File: src/rtl/fetch_pkg.sv
// ============================================================================
//  Module      : fetch_pkg
//  Description : Shared types for the fetch sequencing controller: FSM state
//                enum, default squash depth and the word-address type used by
//                fetch, i_cache and fetch_ctrl.
//  Revision    : 1.0 - initial release
// ============================================================================
`timescale 1ns/1ps
`default_nettype none

package fetch_pkg;

    // Fetch pipeline depth: address register plus cache output register.
    localparam int FLUSH_CYCLES_DEF = 2;

    // Word address / PC-relative word offset.
    typedef logic [31:0] word_t;

    typedef enum logic [2:0] {
        S_IDLE  = 3'd0,
        S_RUN   = 3'd1,
        S_STALL = 3'd2,
        S_FLUSH = 3'd3,
        S_HALT  = 3'd4
    } state_t;

endpackage : fetch_pkg

`default_nettype wire

File: src/rtl/sat_counter.sv
// ============================================================================
//  Module      : sat_counter
//  Description : Up-counter that sticks at all-ones; cleared only by reset.
//  Revision    : 1.0 - initial release
// ============================================================================
`timescale 1ns/1ps
`default_nettype none

module sat_counter #(
    parameter int W = 32
) (
    input  logic         clk,
    input  logic         rst_n,
    input  logic         inc,
    output logic [W-1:0] cnt
);

    // Count up on inc, hold once every bit is set.
    always_ff @(posedge clk or negedge rst_n) begin
        if (!rst_n) begin
            cnt <= '0;
        end else if (inc && (cnt != '1)) begin
            cnt <= cnt + 1'b1;
        end
    end

endmodule : sat_counter

`default_nettype wire

File: src/rtl/fetch_ctrl.sv
// ============================================================================
//  Module      : fetch_ctrl
//  Description : Instruction-fetch sequencing controller. Arbitrates halt,
//                branch redirect, decode stall and start/boot; squashes the
//                wrong-path words still inside the fetch pipeline and tags
//                each fetch output word with a valid bit.
//  Revision    : 1.0 - initial release
// ============================================================================
`timescale 1ns/1ps
`default_nettype none

module fetch_ctrl
    import fetch_pkg::*;
#(
    parameter int FLUSH_CYCLES = FLUSH_CYCLES_DEF,
    parameter int CNT_W        = 32
) (
    input  logic             clk,
    input  logic             rst_n,
    input  logic             start,
    input  logic             halt_req,
    input  logic             br_taken,
    input  word_t            br_off,
    input  logic             stall_req,
    output logic             f_clr,
    output logic             f_jmp_en,
    output word_t            f_jmp_addr,
    output logic             f_hold_en,
    output logic             ins_valid,
    output logic             flush_de,
    output logic             busy,
    output logic [CNT_W-1:0] stall_cnt,
    output logic [CNT_W-1:0] flush_cnt
);

    localparam int             SQ_W    = $clog2(FLUSH_CYCLES + 1);
    localparam logic [SQ_W-1:0] SQ_LOAD = SQ_W'(FLUSH_CYCLES);
    localparam logic [SQ_W-1:0] SQ_ONE  = SQ_W'(1);

    state_t          state;
    state_t          state_nx;
    logic [SQ_W-1:0] squash;
    logic [SQ_W-1:0] squash_nx;

    // Next-state arbitration and the combinational fetch controls.
    // Priority inside the fetching states: halt > branch > stall.
    always_comb begin
        state_nx  = state;
        squash_nx = squash;
        f_clr     = 1'b0;
        f_jmp_en  = 1'b0;
        f_hold_en = 1'b0;
        flush_de  = 1'b0;
        case (state)
            S_IDLE: begin
                f_clr     = 1'b1;
                f_hold_en = 1'b1;
                if (start) begin
                    state_nx  = S_FLUSH;
                    squash_nx = SQ_LOAD;
                end
            end
            S_HALT: begin
                f_hold_en = 1'b1;
                // Restart clears fetch for exactly the cycle we leave HALT.
                if (start) begin
                    f_clr     = 1'b1;
                    state_nx  = S_FLUSH;
                    squash_nx = SQ_LOAD;
                end
            end
            S_RUN, S_STALL, S_FLUSH: begin
                if (halt_req) begin
                    flush_de  = 1'b1;
                    state_nx  = S_HALT;
                    squash_nx = '0;
                end else if (br_taken) begin
                    f_jmp_en  = 1'b1;
                    flush_de  = 1'b1;
                    state_nx  = S_FLUSH;
                    squash_nx = SQ_LOAD;
                end else if (state == S_FLUSH) begin
                    // Bubbles need no hold, so stall_req is ignored here.
                    squash_nx = squash - 1'b1;
                    if (squash <= SQ_ONE) begin
                        state_nx = S_RUN;
                    end
                end else if (stall_req) begin
                    f_hold_en = 1'b1;
                    state_nx  = S_STALL;
                end else begin
                    state_nx  = S_RUN;
                end
            end
            default: begin
                state_nx  = S_IDLE;
                squash_nx = '0;
            end
        endcase
    end

    // Jump address is forced to zero unless a jump is actually issued.
    assign f_jmp_addr = f_jmp_en ? br_off : '0;

    // State, squash counter and the registered state decodes.
    always_ff @(posedge clk or negedge rst_n) begin
        if (!rst_n) begin
            state     <= S_IDLE;
            squash    <= '0;
            ins_valid <= 1'b0;
            busy      <= 1'b0;
        end else begin
            state     <= state_nx;
            squash    <= squash_nx;
            ins_valid <= (state_nx == S_RUN) || (state_nx == S_STALL);
            busy      <= (state_nx == S_RUN) || (state_nx == S_STALL) ||
                         (state_nx == S_FLUSH);
        end
    end

    sat_counter #(.W(CNT_W)) u_stall_cnt (
        .clk   (clk),
        .rst_n (rst_n),
        .inc   (state == S_STALL),
        .cnt   (stall_cnt)
    );

    sat_counter #(.W(CNT_W)) u_flush_cnt (
        .clk   (clk),
        .rst_n (rst_n),
        .inc   (state == S_FLUSH),
        .cnt   (flush_cnt)
    );

endmodule : fetch_ctrl

`default_nettype wire

File: config.mk
export PLATFORM = sky130hd
export DESIGN_NAME = fetch_ctrl
export DESIGN_NICKNAME = d
export VERILOG_FILES = /design/src/rtl/fetch_pkg.sv /design/src/rtl/sat_counter.sv /design/src/rtl/fetch_ctrl.sv
export SDC_FILE = /design/constraint.sdc
export NUM_CORES = 1
export LEC_CHECK = 0
export CAP_MARGIN = 20
export CORE_MARGIN = 10
export CORE_UTILIZATION = 49
export DETAILED_ROUTE_END_ITERATION = 6
export GPL_ROUTABILITY_DRIVEN = 1
export PLACE_DENSITY = 0.86
export SLEW_MARGIN = 40
export SYNTH_ARGS = -nofsm -noshare
export SYNTH_HDL_FRONTEND = slang
export SYNTH_HIERARCHICAL = 1
export SYNTH_SLANG_ARGS = --single-unit
File: constraint.sdc
create_clock -name clk -period 6.35 [get_ports clk]
set_input_delay 1.905 -clock clk [delete_from_list [all_inputs] [get_ports clk]]
set_output_delay 1.905 -clock clk [all_outputs]
set_load 0.1 [all_outputs]
==> impl_metrics.yaml, run 1 <==
outcome:
  status: "finished, final reports clean"
detailed_routing:
  via_per_inst: 5.660
  detail_route.first_pass.iterations: 5
  via_count: 3634
  drtIter0Drc: 295
  ant_nets: 0
  drc_errors: 0
  wl_mm: 12.01
  wl_per_cell_um: 18.71
global_route:
  grt_overflow_total: 0
  first_global_vias: 3645
  gr-usage-all-layers_pct: 18.67
  grt_start_max_net_pins: 72
  antenna_found_initial: 0
  grt_pass1_wl_mm: 19.26
clock_tree:
  cts_tree: "built"
  cts_sinks: 71
  hold_buffers: 0
  cts_buffers: 9
  htreeDepth: 3
  postCtsResizedCells: 0
  clk_path_buf_depth: 2
  clkTransAtPathRegs_ns: 0.07
  postCtsSetupRepairBufs: 0
  clk_latency_ns: 0.34
  cts-root-buf: "clkbuf_8"
die:
  start_util_pct: 49.80
  io_pins: 140
  row_count: 33
  dieArea_um2: 12250
  die_width_um: 110.7
  coreArea_um2: 8093
  dieHeight_um: 110.7
sta:
  tightest_slew_ns: 0.7339
  fin_crit_ns: 5.576
  final-setup-viol-count: 0
  rsz0062_at_grt: "no"
  fin_skew_ns: 0.009468
  hold_violations: 0
  slew_headroom_pct: 50.62
  timing.final.max_slew_violations: 0
  fin_tns_setup_ns: 0
  max_freq_ghz: 0.1794
  finalCritPeriodShare_pct: 87.81
synthesis:
  synth_area_leaders: "dfrtp_1, xnor2_1, and2_4"
  synthCells: 393
  ys_ff_latch: 71
  ys_seq_area_share_pct: 44.09
  syn_nets: 434
  netlist_area_um2: 4030
  ys_types: 46
  async_flop_share_pct: 100.0
  netlist_top_cells_count: "dfrtp_1, xnor2_1, nand2_1"
  synth.most_common_cell: "dfrtp_1"
  synth_edf_count: 0
  synth.avg_cell_area_um2: 10.25
  yosysWarnings: 6
  synth_top_area_share_pct: 44.09
  synth_flop_cell: "dfrtp_1"
  yosys.area.top_type: "dfrtp_1"
place:
  hpwl_mm: 8.942
  numPortBuffers: 139
  gp_congestion: 0.9109
worst_setup_path:
  slowest_stage: "clkdlybuf4s50_1"
  cp.arrival_ns: 3.67
  crit_path_end_kind: "primary output"
  startpoint_type: "input port"
  r2r_slack_ns: 3.78
  crit_path_max_incr_delay_ns: 0.52
  worstPathRequired_ns: 4.45
  critical_path.cell_chain: "clkdlybuf4s50_1 -> nor2_1 -> and3_4 -> and2_4 -> buf_4"
  crit_path_max_fanout: 33
  worstSetupPathType: "input port to primary output"
power_and_ir_drop:
  power.density_nw_per_um2: 355.0
  leakage_nw: 2.481
  p_total_mw: 1.872
  vdd.ir_drop.worst_uv: 322.7
worst_hold_path:
  hold_path_class: "register to register"
layout:
  insertedDiodeCount: 0
  finalNetCount: 573
  fill_cells: 656
  drive_gt1_share_pct: 31.84
  area_delta_synth_final_pct: 30.83
job:
  max-cap-violations: 0
-- path summary, 6_finish.rpt --
kind                                      from             endpoint  cells past startpoint
hold / removal             u_flush_cnt/cnt[31]  u_flush_cnt/cnt[31]                      1
hold reg to reg            u_flush_cnt/cnt[31]  u_flush_cnt/cnt[31]                      1
max in group asynchronous                rst_n   u_stall_cnt/cnt[9]                      2
setup reg to reg            u_flush_cnt/cnt[4]  u_flush_cnt/cnt[12]                      5
setup / recovery                      halt_req        f_jmp_addr[5]                      5
min in group asynchronous                rst_n  u_flush_cnt/cnt[20]                      2
-- critical path, delay by kind of cell --
kind / cells / cell delay (ns)
AND/OR/NAND/NOR: 3 / 0.94
buffers and inverters: 2 / 0.80
-- kinds of logic (layout without fill, tap and decap cells) --
logic type                 count (synthesis)  after routing  share of synthesized area [%]
AOI/OAI and AO/OA                         26             26                          4.968
buffers and inverters                     17            161                          2.888
muxes                                      4              4                          1.118
xor gates and xnor gates                  58             58                          12.60
and+or+nand+nor                          214            214                          33.41
adders and majority gates                  3              3                         0.9315
DFF                                       71             71                          44.09
-- per-stage QoR --
stage | cells | worst slack (ns) | instance area (µm²) | hold WS (ns) | util [%]
global placement | 626 | 0.9075 | 5375 | 0.4828 | 66.42
finish | 642 | 0.7743 | 5273 | 0.4956 | 65.15
global route | 642 | 0.6877 | 5273 | 0.5166 | 65.15
floorplan | 393 | 0.2311 | 4038 | 0.5319 | -
CTS | 642 | 0.7962 | 5273 | 0.4991 | 65.15
detailed placement | 626 | 0.8017 | 5049 | 0.4903 | 62.38
-- cells in the final DEF (no fill, tap or decap), drive strengths merged, types with 4 or more instances in the layout --
cell / n
nand3: 32
nand4: 32
o211ai: 6
nor4: 11
mux2: 4
and4: 8
inv: 5
o21ai: 4
clkdlybuf4s50: 36
clkbuf: 13
or4: 5
a21oi: 4
nand2: 38
nor3: 11
xor2: 10
nor2: 24
and3: 5
xnor2: 48
nand2b: 4
dfrtp: 71
and2: 34
buf: 104
-- flip-flops by register name (all words and copies together), names as in the netlist --
signal	cells
state	3
u_stall_cnt/cnt	32
squash	2
ins_valid	1
u_flush_cnt/cnt	32
busy	1
-- layer usage --
metal | GRT usage (%) | wire (µm) | vias to the layer above
li1 | - | - | 1680
met1 | 22.05 | 4760 | 1778
met2 | 32.78 | 6319 | 158
met3 | 4.221 | 790 | 18
met4 | 5.642 | 138 | 0
met5 | 0 | 0 | -
-- area by class of cell --
| type | count | area (µm²) | share of cell area (%) |
|---|---|---|---|
| Tap cell | 105 | 131.4 | 2.492 |
| Multi-Input combinational cell | 305 | 2145 | 40.67 |
| Timing Repair Buffer | 140 | 977.2 | 18.53 |
| Clock buffer | 13 | 158.9 | 3.014 |
| Inverter | 5 | 18.77 | 0.3560 |
| Clock inverter | 3 | 65.06 | 1.234 |
| Sequential cell | 71 | 1777 | 33.70 |
-- where the power goes --
group / internal [mW] / switching [mW] / total, mW
clock: 0.243 / 0.164 / 0.407
sequential: 0.499 / 0.0784 / 0.578
combinational: 0.199 / 0.689 / 0.887
total: 0.941 / 0.931 / 1.87
(Power assumes the default switching activity.)
==> inputs of run 2 (changes only) <==
--- a/config.mk
+++ b/config.mk
@@ -11,6 +11,7 @@
 export DETAILED_ROUTE_END_ITERATION = 6
 export GPL_ROUTABILITY_DRIVEN = 1
 export PLACE_DENSITY = 0.86
+export SETUP_SLACK_MARGIN = 0.5
 export SLEW_MARGIN = 40
 export SYNTH_ARGS = -nofsm -noshare
 export SYNTH_HDL_FRONTEND = slang
==> run 2 against run 1 <==
  * Worst setup slack better by 0.056 ns
  * Die area is the same
  * Non-clock buffer count stayed put
  * Critical endpoint is now f_jmp_addr[12]
  * Utilization grew 0.28 points
  * Final area rose by 0.43%
  * Sequential power about the same
  * Maximum frequency increased by 1.0%
  * Critical path depth did not move
  * Clock skew is essentially flat
  * Clock power rose by 8.1%
  * Routed wire length decreased by 5.7%
  * Power rose by 1.8%
==> impl_metrics.yaml, run 2 (synthesis results as in run 1) <==
power_and_ir_drop:
  p_total_mw: 1.906
  p_seq_share_pct: 30.3
  power.internal_mw: 0.9720
  leakage_nw: 2.492
  pwr-share-comb_pct: 46.6
  swShare_pct: 48.99
  clockPowerShare_pct: 23.1
  vdd.ir_drop.worst_uv: 358.5
  power.density_nw_per_um2: 359.9
  switching_power_mw: 0.9337
worst_setup_path:
  critical_path.cell_chain: "clkdlybuf4s50_1 -> nor2_1 -> and3_4 -> and2_4 -> buf_4"
  crit_path_end_kind: "primary output"
  slowest_stage: "clkdlybuf4s50_1"
  reg2reg_to: "u_stall_cnt/cnt[29]"
  r2r_slack_ns: 3.79
  worstPathRequired_ns: 4.45
  startpoint_type: "input port"
  r2r_start: "state[2]"
  crit_path_max_incr_delay_ns: 0.52
  worstSetupPathType: "input port to primary output"
  rr_worst_depth: 7
  worstSetupStartpoint: "halt_req"
  crit_path_max_fanout: 33
  cp.arrival_ns: 3.62
die:
  coreArea_um2: 8093
  dieHeight_um: 110.7
  die_width_um: 110.7
  start_util_pct: 49.80
  io_pins: 140
  dieArea_um2: 12250
  row_count: 33
place:
  place_inst: 626
  numPortBuffers: 139
  hpwl_mm: 8.735
  gp_congestion: 0.8585
layout:
  stdcell_count: 642
  multiInputGateArea_um2: 2150
  fill_cells: 680
  finalNetCount: 573
  area_delta_synth_final_pct: 31.39
  seqCellArea_um2: 1777
  drive_gt1_share_pct: 32.22
  insertedDiodeCount: 0
  layout_common_cells: "dfrtp_1, buf_2, xnor2_1, buf_4"
  postLayoutCoreUtil_pct: 65.43
  layout_commonest_cell: "dfrtp_1"
  top_regs: "u_flush_cnt/cnt x32, u_stall_cnt/cnt x32, state x3"
sta:
  finalCritPeriodShare_pct: 86.93
  final-setup-viol-count: 0
  fin_tns_setup_ns: 0
  slew_headroom_pct: 50.50
  rsz0062_at_grt: "no"
  max_freq_ghz: 0.1812
  fin_skew_ns: 0.009843
  fin_crit_ns: 5.520
  hold_violations: 0
  tightest_slew_ns: 0.7357
  timing.final.max_slew_violations: 0
worst_hold_path:
  worstHoldStart: "u_flush_cnt/cnt[31]"
  whs_endpoint: "u_flush_cnt/cnt[31]"
  hold_depth: 1
  hold_path_class: "register to register"
clock_tree:
  cts_buffers: 9
  clk_latency_ns: 0.34
  cts_tree: "built"
  postCtsResizedCells: 0
  htreeDepth: 3
  clk_path_buf_depth: 2
  cts-root-buf: "clkbuf_8"
  postCtsSetupRepairBufs: 0
  hold_buffers: 0
  clkTransAtPathRegs_ns: 0.08
  cts_sinks: 71
global_route:
  grt_pass1_wl_mm: 18.46
  first_global_vias: 3572
  grt_overflow_total: 0
  gr-usage-all-layers_pct: 17.81
  antenna_found_initial: 0
  grt_start_max_net_pins: 51
detailed_routing:
  detail_route.first_pass.iterations: 6
  wl_per_cell_um: 17.63
  ant_nets: 0
  wl_mm: 11.32
  via_per_inst: 5.537
  drtIter0Drc: 186
  via_count: 3555
  drc_errors: 0
outcome:
  status: "finished, final reports clean"
job:
  max-cap-violations: 0
## run 2: power by group through the flow
stage | clock network [mW] | registers (mW) | logic [mW]
after floorplan | 0 | 0.792 | 0.519
after global placement | 0 | 0.582 | 0.909
after detailed placement | 0 | 0.582 | 0.891
after CTS | 0.450 | 0.575 | 0.893
after global routing | 0.469 | 0.588 | 0.927
final | 0.440 | 0.577 | 0.889
## run 2: through the flow
| stage | hold slack [ns] | cell area (µm²) | setup WS [ns] |
|---|---|---|---|
| CTS | 0.5095 | 5295 | 0.8406 |
| detailed placement | 0.4987 | 5050 | 0.8415 |
| floorplan | 0.5319 | 4043 | 0.5074 |
| finish | 0.5072 | 5295 | 0.8298 |
| global placement | 0.4852 | 5380 | 0.8987 |
| global route | 0.5360 | 5295 | 0.7088 |
## run 2: critical path: cells and delay by family
kind                   cells  cell delay [ns]
buffers and inverters      2             0.80
and+or+nand+nor            3             0.89
## run 2: how the worst max path moves through the flow
| stage | endpoint | cells after the start |
|---|---|---|
| final | f_jmp_addr[12] | 5 |
| after global routing | f_jmp_addr[2] | 5 |
| after CTS | f_jmp_addr[20] | 5 |
| after detailed placement | f_jmp_addr[20] | 5 |
| after global placement | f_jmp_addr[22] | 5 |
| after floorplan | f_hold_en | 3 |
## run 2: final cells by class
class | instances | share of cell area (%)
Inverter | 5 | 0.3544
Clock inverter | 5 | 1.961
Sequential cell | 71 | 33.55
Multi-Input combinational cell | 305 | 40.60
Clock buffer | 11 | 2.670
Tap cell | 105 | 2.481
Timing Repair Buffer | 140 | 18.38
## run 2: metal layers
layer | share of wire [%] | vias up | track usage (%)
met1 | 40 | 1702 | 21.49
met5 | 0 | - | 0
li1 | - | 1686 | -
met3 | 7.0 | 16 | 5.411
met4 | 1.2 | 0 | 4.688
met2 | 51 | 151 | 30.03
==> inputs of run 3 (changes only) <==
--- a/config.mk
+++ b/config.mk
@@ -6,7 +6,6 @@
 export NUM_CORES = 1
 export LEC_CHECK = 0
 export CAP_MARGIN = 20
-export CORE_MARGIN = 10
 export CORE_UTILIZATION = 49
 export DETAILED_ROUTE_END_ITERATION = 6
 export GPL_ROUTABILITY_DRIVEN = 1
==> run 3 against run 2 <==
  * Final area is 0.50% lower
  * Count of clock-buffer cells in the layout increased by 1
  * Global-route usage grew 5.8 points
  * Power fell by 2.6%
  * Critical endpoint is now f_jmp_addr[27]
  * Clock power is 8.2% lower
  * Maximum frequency about the same
  * Via count increased by 1.2%
==> impl_metrics.yaml, run 3 (synthesis results as in run 1) <==
die:
  io_pins: 140
  die_width_um: 92.69
  start_util_pct: 51.36
  dieHeight_um: 92.69
  coreArea_um2: 7848
  dieArea_um2: 8591
  row_count: 32
clock_tree:
  cts_tree: "built"
  clk_path_buf_depth: 2
  cts-root-buf: "clkbuf_8"
  clk_latency_ns: 0.34
  hold_buffers: 0
  postCtsResizedCells: 0
  clkTransAtPathRegs_ns: 0.08
  cts_buffers: 9
  cts_sinks: 71
  postCtsSetupRepairBufs: 0
  htreeDepth: 3
global_route:
  grt_pass1_wl_mm: 16.01
  antenna_found_initial: 0
  grt_overflow_total: 0
  first_global_vias: 3365
  gr-usage-all-layers_pct: 23.65
  grt_start_max_net_pins: 45
sta:
  max_freq_ghz: 0.1811
  fin_tns_setup_ns: 0
  final-setup-viol-count: 0
  fin_crit_ns: 5.523
  rsz0062_at_grt: "no"
  timing.final.max_slew_violations: 0
  hold_violations: 0
  fin_skew_ns: 0.01165
  slew_headroom_pct: 53.96
  finalCritPeriodShare_pct: 86.97
  tightest_slew_ns: 0.6892
worst_hold_path:
  hold_path_class: "register to register"
  hold_depth: 1
layout:
  drive_gt1_share_pct: 32.03
  final_cell_area_um2: 5269
  area_delta_synth_final_pct: 30.74
  layout_commonest_cell: "dfrtp_1"
  top_regs: "u_flush_cnt/cnt x32, u_stall_cnt/cnt x32, state x3"
  postLayoutCoreUtil_pct: 67.14
  layout_common_cells: "dfrtp_1, buf_2, xnor2_1, buf_4"
  insertedDiodeCount: 0
  finalNetCount: 573
  fill_cells: 608
outcome:
  status: "finished, final reports clean"
worst_setup_path:
  crit_cells: 5
  critPathTopFamily: "simple AND/OR/NAND/NOR gates"
  critical_path.cell_chain: "clkdlybuf4s50_1 -> nor2_1 -> and3_4 -> and2_4 -> buf_4"
  worstPathRequired_ns: 4.45
  rr_worst_depth: 7
  startpoint_type: "input port"
  crit_path_max_incr_delay_ns: 0.53
  crit_path_max_fanout: 33
  slowest_stage: "clkdlybuf4s50_1"
  worstSetupPathType: "input port to primary output"
  cp_num_buf_inv: 2
  cp.arrival_ns: 3.62
  crit_path_end_kind: "primary output"
detailed_routing:
  ant_nets: 0
  drc_errors: 0
  wl_per_cell_um: 15.47
  via_per_inst: 5.632
  via_count: 3599
  detail_route.first_pass.iterations: 4
  drtIter0Drc: 128
  wl_mm: 9.888
place:
  numPortBuffers: 139
  placed_area_um2: 5046
  gp_congestion: 0.8503
  hpwl_mm: 7.363
power_and_ir_drop:
  leakage_nw: 2.479
  vdd.ir_drop.worst_uv: 204.1
  power.density_nw_per_um2: 352.4
job:
  max-cap-violations: 0
## run 3: cell types whose count changed in the layout (fill, tap and decap cells not counted)
| cell | delta |
|---|---|
| bufinv_16 | -1 |
| clkbuf_1 | +1 |
| clkinv_2 | -1 |
| clkinv_4 | +1 |
## run 3: final cells by class
type / count / area (µm²) / area share [%]
multi-input cells: 305 / 2150 / 40.80
flip-flops and latches: 71 / 1777 / 33.72
repair buffers: 140 / 973.4 / 18.48
clock buffers: 12 / 145.1 / 2.755
well taps: 102 / 127.6 / 2.422
clock inverters: 4 / 77.57 / 1.472
inverters: 5 / 18.77 / 0.3562
## run 3: metrics by stage
step                      worst slack [ns]  hold slack, ns  total power [mW]  instances
after CTS                           0.8282          0.4973             1.866        639
after detailed placement            0.8328          0.4865             1.461        623
after floorplan                     0.5074          0.5319             1.311        393
after global routing                0.7367          0.5163             1.937        639
after global placement              0.9108          0.4852             1.477        623
final                               0.8274          0.4927             1.857        639
## run 3: final timing paths
path,end,slack [ns],startpoint
hold reg to reg,u_flush_cnt/cnt[31],0.49,u_flush_cnt/cnt[31]
min in group asynchronous,u_flush_cnt/cnt[26],1.56,rst_n
hold / removal,u_flush_cnt/cnt[31],0.49,u_flush_cnt/cnt[31]
max in group asynchronous,u_stall_cnt/cnt[15],3.81,rst_n
setup reg to reg,u_stall_cnt/cnt[29],3.77,state[2]
setup / recovery,f_jmp_addr[27],0.83,halt_req
## run 3: where the power goes
part,internal (mW),switching [mW],total (mW)
Clock,0.235,0.170,0.404
Combinational,0.199,0.679,0.879
Sequential,0.499,0.0742,0.574
Total,0.933,0.923,1.86
## run 3: metal layers
metal,vias to the layer above,routed length [µm],global-route usage [%],share of wire [%]
li1,1685,-,-,-
met1,1759,4262,30.87,43
met2,149,4761,38.21,48
met3,6,778,6.404,7.9
met4,0,86,7.821,0.87
met5,-,0,0,0
==> variant 1, RTL diff (settings of run 1) <==
Encoding of `state_t`: now one-hot (5 bits for 5 states).
--- a/src/rtl/fetch_pkg.sv
+++ b/src/rtl/fetch_pkg.sv
@@ -16,12 +16,12 @@
     // Word address / PC-relative word offset.
     typedef logic [31:0] word_t;
 
-    typedef enum logic [2:0] {
-        S_IDLE  = 3'd0,
-        S_RUN   = 3'd1,
-        S_STALL = 3'd2,
-        S_FLUSH = 3'd3,
-        S_HALT  = 3'd4
+    typedef enum logic [4:0] {
+        S_IDLE  = 5'b00001,
+        S_RUN   = 5'b00010,
+        S_STALL = 5'b00100,
+        S_FLUSH = 5'b01000,
+        S_HALT  = 5'b10000
     } state_t;
 
 endpackage : fetch_pkg
Formal check against the unedited RTL: same outputs for any inputs over 10 cycles, from zero or initial values and one cycle with rst_n low; not proved beyond that.
==> variant 1 against run 1 <==
Core utilization rose by 5.1 points; register-to-register slack got worse by 250 ps; clock power fell by 12%; sequential cell count rose by 2; routed wire length fell by 0.73%; synthesized area barely moved; final cell count rose by 0.78%; sequential share of layout area fell by 1.5 points; setup slack got worse by 240 ps; total power fell by 21%; die area barely moved; final area rose by 7.8%.
==> variant 1: results (changes against run 1) <==
The final cell count without fillers is 647 (was 642). Result of the run: finished, final reports clean (unchanged). The number of DRC markers after the initial detailed-route iteration came out at 166 (was 295). The met3 routed wirelength came to 721 um (was 790 um). The worst slack on hold paths was 495 ps (was 496 ps). The proportion of synthesized area in mux cells came out at 1.12% (about the same). The HPWL after detailed placement is 9.47 mm (was 8.94 mm). The final layout net count came out at 578 (was 573). The worst setup skew after layout is 13.3 ps (was 9.47 ps). The placed cell count is 631 (was 626). The capture endpoint of the worst hold path is squash[0] (was u_flush_cnt/cnt[31]).

The sequential fraction of the synthesis area came out at 45.3% (was 44.1%). The startpoint of the worst-slack reg-to-reg timing path is state[4] (was u_flush_cnt/cnt[4]). The timing endpoint of the critical path was f_jmp_addr[16] (was f_jmp_addr[5]). Leading registers by flop count: u_flush_cnt/cnt x32, u_stall_cnt/cnt x32, state x5 (was u_flush_cnt/cnt x32, u_stall_cnt/cnt x32, state x3). The cell depth of the worst flop-to-flop path is 7 (was 5).

The wire length on met2 is 5.75 mm (was 6.32 mm). The number of vias in the routed layout came out at 3,610 (was 3,634). Synth area leaders: sky130_fd_sc_hd__dfrtp_1 (45%), sky130_fd_sc_hd__xnor2_1 (11%), sky130_fd_sc_hd__nand4_1 (4.7%) (was sky130_fd_sc_hd__dfrtp_1 (44%), sky130_fd_sc_hd__xnor2_1 (10%), sky130_fd_sc_hd__and2_4 (6.3%)). The fraction of the mapped netlist area in compound gates came out at 4.87% (was 4.97%).

The internal power contribution is 842 uW (was 941 uW). The post-detailed-placement cell area came to 5480 sq um (was 5050 sq um). The total routing resource utilization after global routing is 19.1% (was 18.7%).

The register-to-register setup slack was 3530 ps (was 3780 ps). The arrival time of data at the critical path endpoint was 3910 ps (was 3670 ps).
==> variant 1: changes by cell type after synthesis, sizes merged, moves of 2 or more <==
cell / run 1 / this run
clkbuf: 5 / 3
a21oi: 4 / 6
xnor2: 48 / 50
nor2: 24 / 26
buf: 7 / 5
nor3: 11 / 16
nand2b: 4 / 2
o22ai: 2 / 0
==> variant 1: worst max-delay path, stage by stage <==
cell and delay [ps]:
sky130_fd_sc_hd__clkdlybuf4s50_1 530, sky130_fd_sc_hd__nor3_1 290, sky130_fd_sc_hd__o211ai_2 220, sky130_fd_sc_hd__nor2_4 490, sky130_fd_sc_hd__and2_1 280, sky130_fd_sc_hd__buf_12 190
==> variant 1: layout make-up <==
class | instances | area, sq um | share of cell area (%)
Clock buffer | 11 | 141 | 2.49
Clock inverter | 5 | 55.1 | 0.969
Inverter | 5 | 18.8 | 0.330
Multi-Input combinational cell | 308 | 2120 | 37.3
Sequential cell | 73 | 1830 | 32.2
Tap cell | 105 | 131 | 2.31
Timing Repair Buffer | 140 | 1390 | 24.4
==> variant 2, RTL diff (flow settings as in run 1) <==
Without the edit above. Set the package constant `FLUSH_CYCLES_DEF` to 8 (it was 2).
--- a/src/rtl/fetch_pkg.sv
+++ b/src/rtl/fetch_pkg.sv
@@ -11,7 +11,7 @@
 package fetch_pkg;
 
     // Fetch pipeline depth: address register plus cache output register.
-    localparam int FLUSH_CYCLES_DEF = 2;
+    localparam int FLUSH_CYCLES_DEF = 8;
 
     // Word address / PC-relative word offset.
     typedef logic [31:0] word_t;
Formal check against the unedited RTL: not equivalent (a bounded check fails within 4 cycles, from zero or initial values and one cycle with rst_n low).
==> variant 2 against run 1 <==
Setup slack better by 260 ps; sequential cell count up 2; synthesized area grew 0.22%; critical path type unchanged; highest routed layer unchanged; fmax rose by 4.9%; routed wire length is 2.5% higher; total power rose by 5.0%; core utilization rose by 5.7 points; final area up 9.3%; largest power group unchanged.
==> variant 2: results (changes against run 1) <==
The share of cells above drive strength 1 came out at 27.3% (was 31.8%). The wire length on met1 came out at 4.72 mm (was 4.76 mm). The leakage component of the power came out at 0.00270 uW (was 0.00248 uW). Leading registers by flop count: u_flush_cnt/cnt x32, u_stall_cnt/cnt x32, squash x4 (was u_flush_cnt/cnt x32, u_stall_cnt/cnt x32, state x3). The met3 routed wirelength came out at 1.61 mm (was 790 um). The clock period minus final worst setup slack is 5320 ps (was 5580 ps). The number of DRC markers after the initial detailed-route iteration was 182 (was 295). The final layout net count came out at 586 (was 573).

The weighted congestion reported at the end of routability-driven placement came out at 0.883 (was 0.911). The met1 usage in global routing was 21.8% (was 22.1%). The power per standard cell area was 341 nW/um^2 (was 355 nW/um^2).

The total routing resource utilization after global routing came to 19.6% (was 18.7%). The cell depth of the worst flop-to-flop path is 6 (was 5). The placement-stage worst setup slack came out at 1020 ps (was 802 ps). The worst slew slack as a fraction of its limit was 56.5% (was 50.6%).

The post-detailed-placement cell area came to 5510 sq um (was 5050 sq um). The wire length on met2 is 5.85 mm (was 6.32 mm). The final cell count without fillers came out at 654 (was 642). The arrival time of data at the critical path endpoint was 3410 ps (was 3670 ps). Result of the run: finished, final reports clean (unchanged). The largest stage delay on the critical path came out at 490 ps (was 520 ps).

The post-CTS clock slew at the launch and capture registers of the worst setup and hold paths is 90 ps (was 70 ps). The register-to-register setup slack was 3900 ps (was 3780 ps). The sequential fraction of the synthesis area is 45.2% (was 44.1%). The met2 usage came out at 31.6% (was 32.8%).

Most used standard cells in the synthesized netlist: sky130_fd_sc_hd__dfrtp_1 (73), sky130_fd_sc_hd__xnor2_1 (48), sky130_fd_sc_hd__nand2_1 (40), sky130_fd_sc_hd__and3_1 (36) (was sky130_fd_sc_hd__dfrtp_1 (71), sky130_fd_sc_hd__xnor2_1 (48), sky130_fd_sc_hd__nand2_1 (36), sky130_fd_sc_hd__nand3_1 (30), sky130_fd_sc_hd__nand4_1 (30)).
## variant 2: cell types whose count changed after synthesis, moves of 2 or more
cell	change
sky130_fd_sc_hd__a21oi_1	+3
sky130_fd_sc_hd__and2_1	-4
sky130_fd_sc_hd__and2_4	-29
sky130_fd_sc_hd__and3_1	+32
sky130_fd_sc_hd__buf_2	+2
sky130_fd_sc_hd__buf_6	-4
sky130_fd_sc_hd__clkbuf_1	+5
sky130_fd_sc_hd__dfrtp_1	+2
sky130_fd_sc_hd__nand2_1	+4
sky130_fd_sc_hd__nand2b_1	-3
sky130_fd_sc_hd__nor3_1	+3
sky130_fd_sc_hd__o211ai_1	-2
sky130_fd_sc_hd__o21ai_0	+4
## variant 2: layout make-up
cell class | instances | area (sq um)
clock buffer | 9 | 124
clock inverter | 7 | 125
fill | 575 | 2370
inverter | 5 | 18.8
multi-input combinational | 313 | 2120
sequential | 73 | 1830
tap | 105 | 131
timing repair buffer | 142 | 1420
## variant 2: how the worst max path moves through the flow
| stage | start | to | slack (ps) | cells past startpoint |
|---|---|---|---|---|
| after floorplan | br_taken | flush_de | 230 | 3 |
| after global placement | halt_req | f_jmp_addr[30] | 1120 | 5 |
| after detailed placement | halt_req | f_jmp_addr[21] | 1020 | 5 |
| after CTS | halt_req | f_jmp_addr[21] | 1020 | 5 |
| after global routing | halt_req | f_jmp_addr[24] | 930 | 5 |
| final | halt_req | f_jmp_addr[26] | 1030 | 5 |
## variant 2: cells by family (layout without fill, tap and decap cells)
family / after synthesis / count (layout) / synth area share (%)
AOI/OAI and AO/OA: 29 / 29 / 5.17
DFF: 73 / 73 / 45.2
buffers and inverters: 20 / 163 / 2.48
muxes: 4 / 4 / 1.12
adders and majority gates: 5 / 5 / 1.52
xor gates and xnor gates: 59 / 59 / 12.8
and+or+nand+nor: 216 / 216 / 31.7
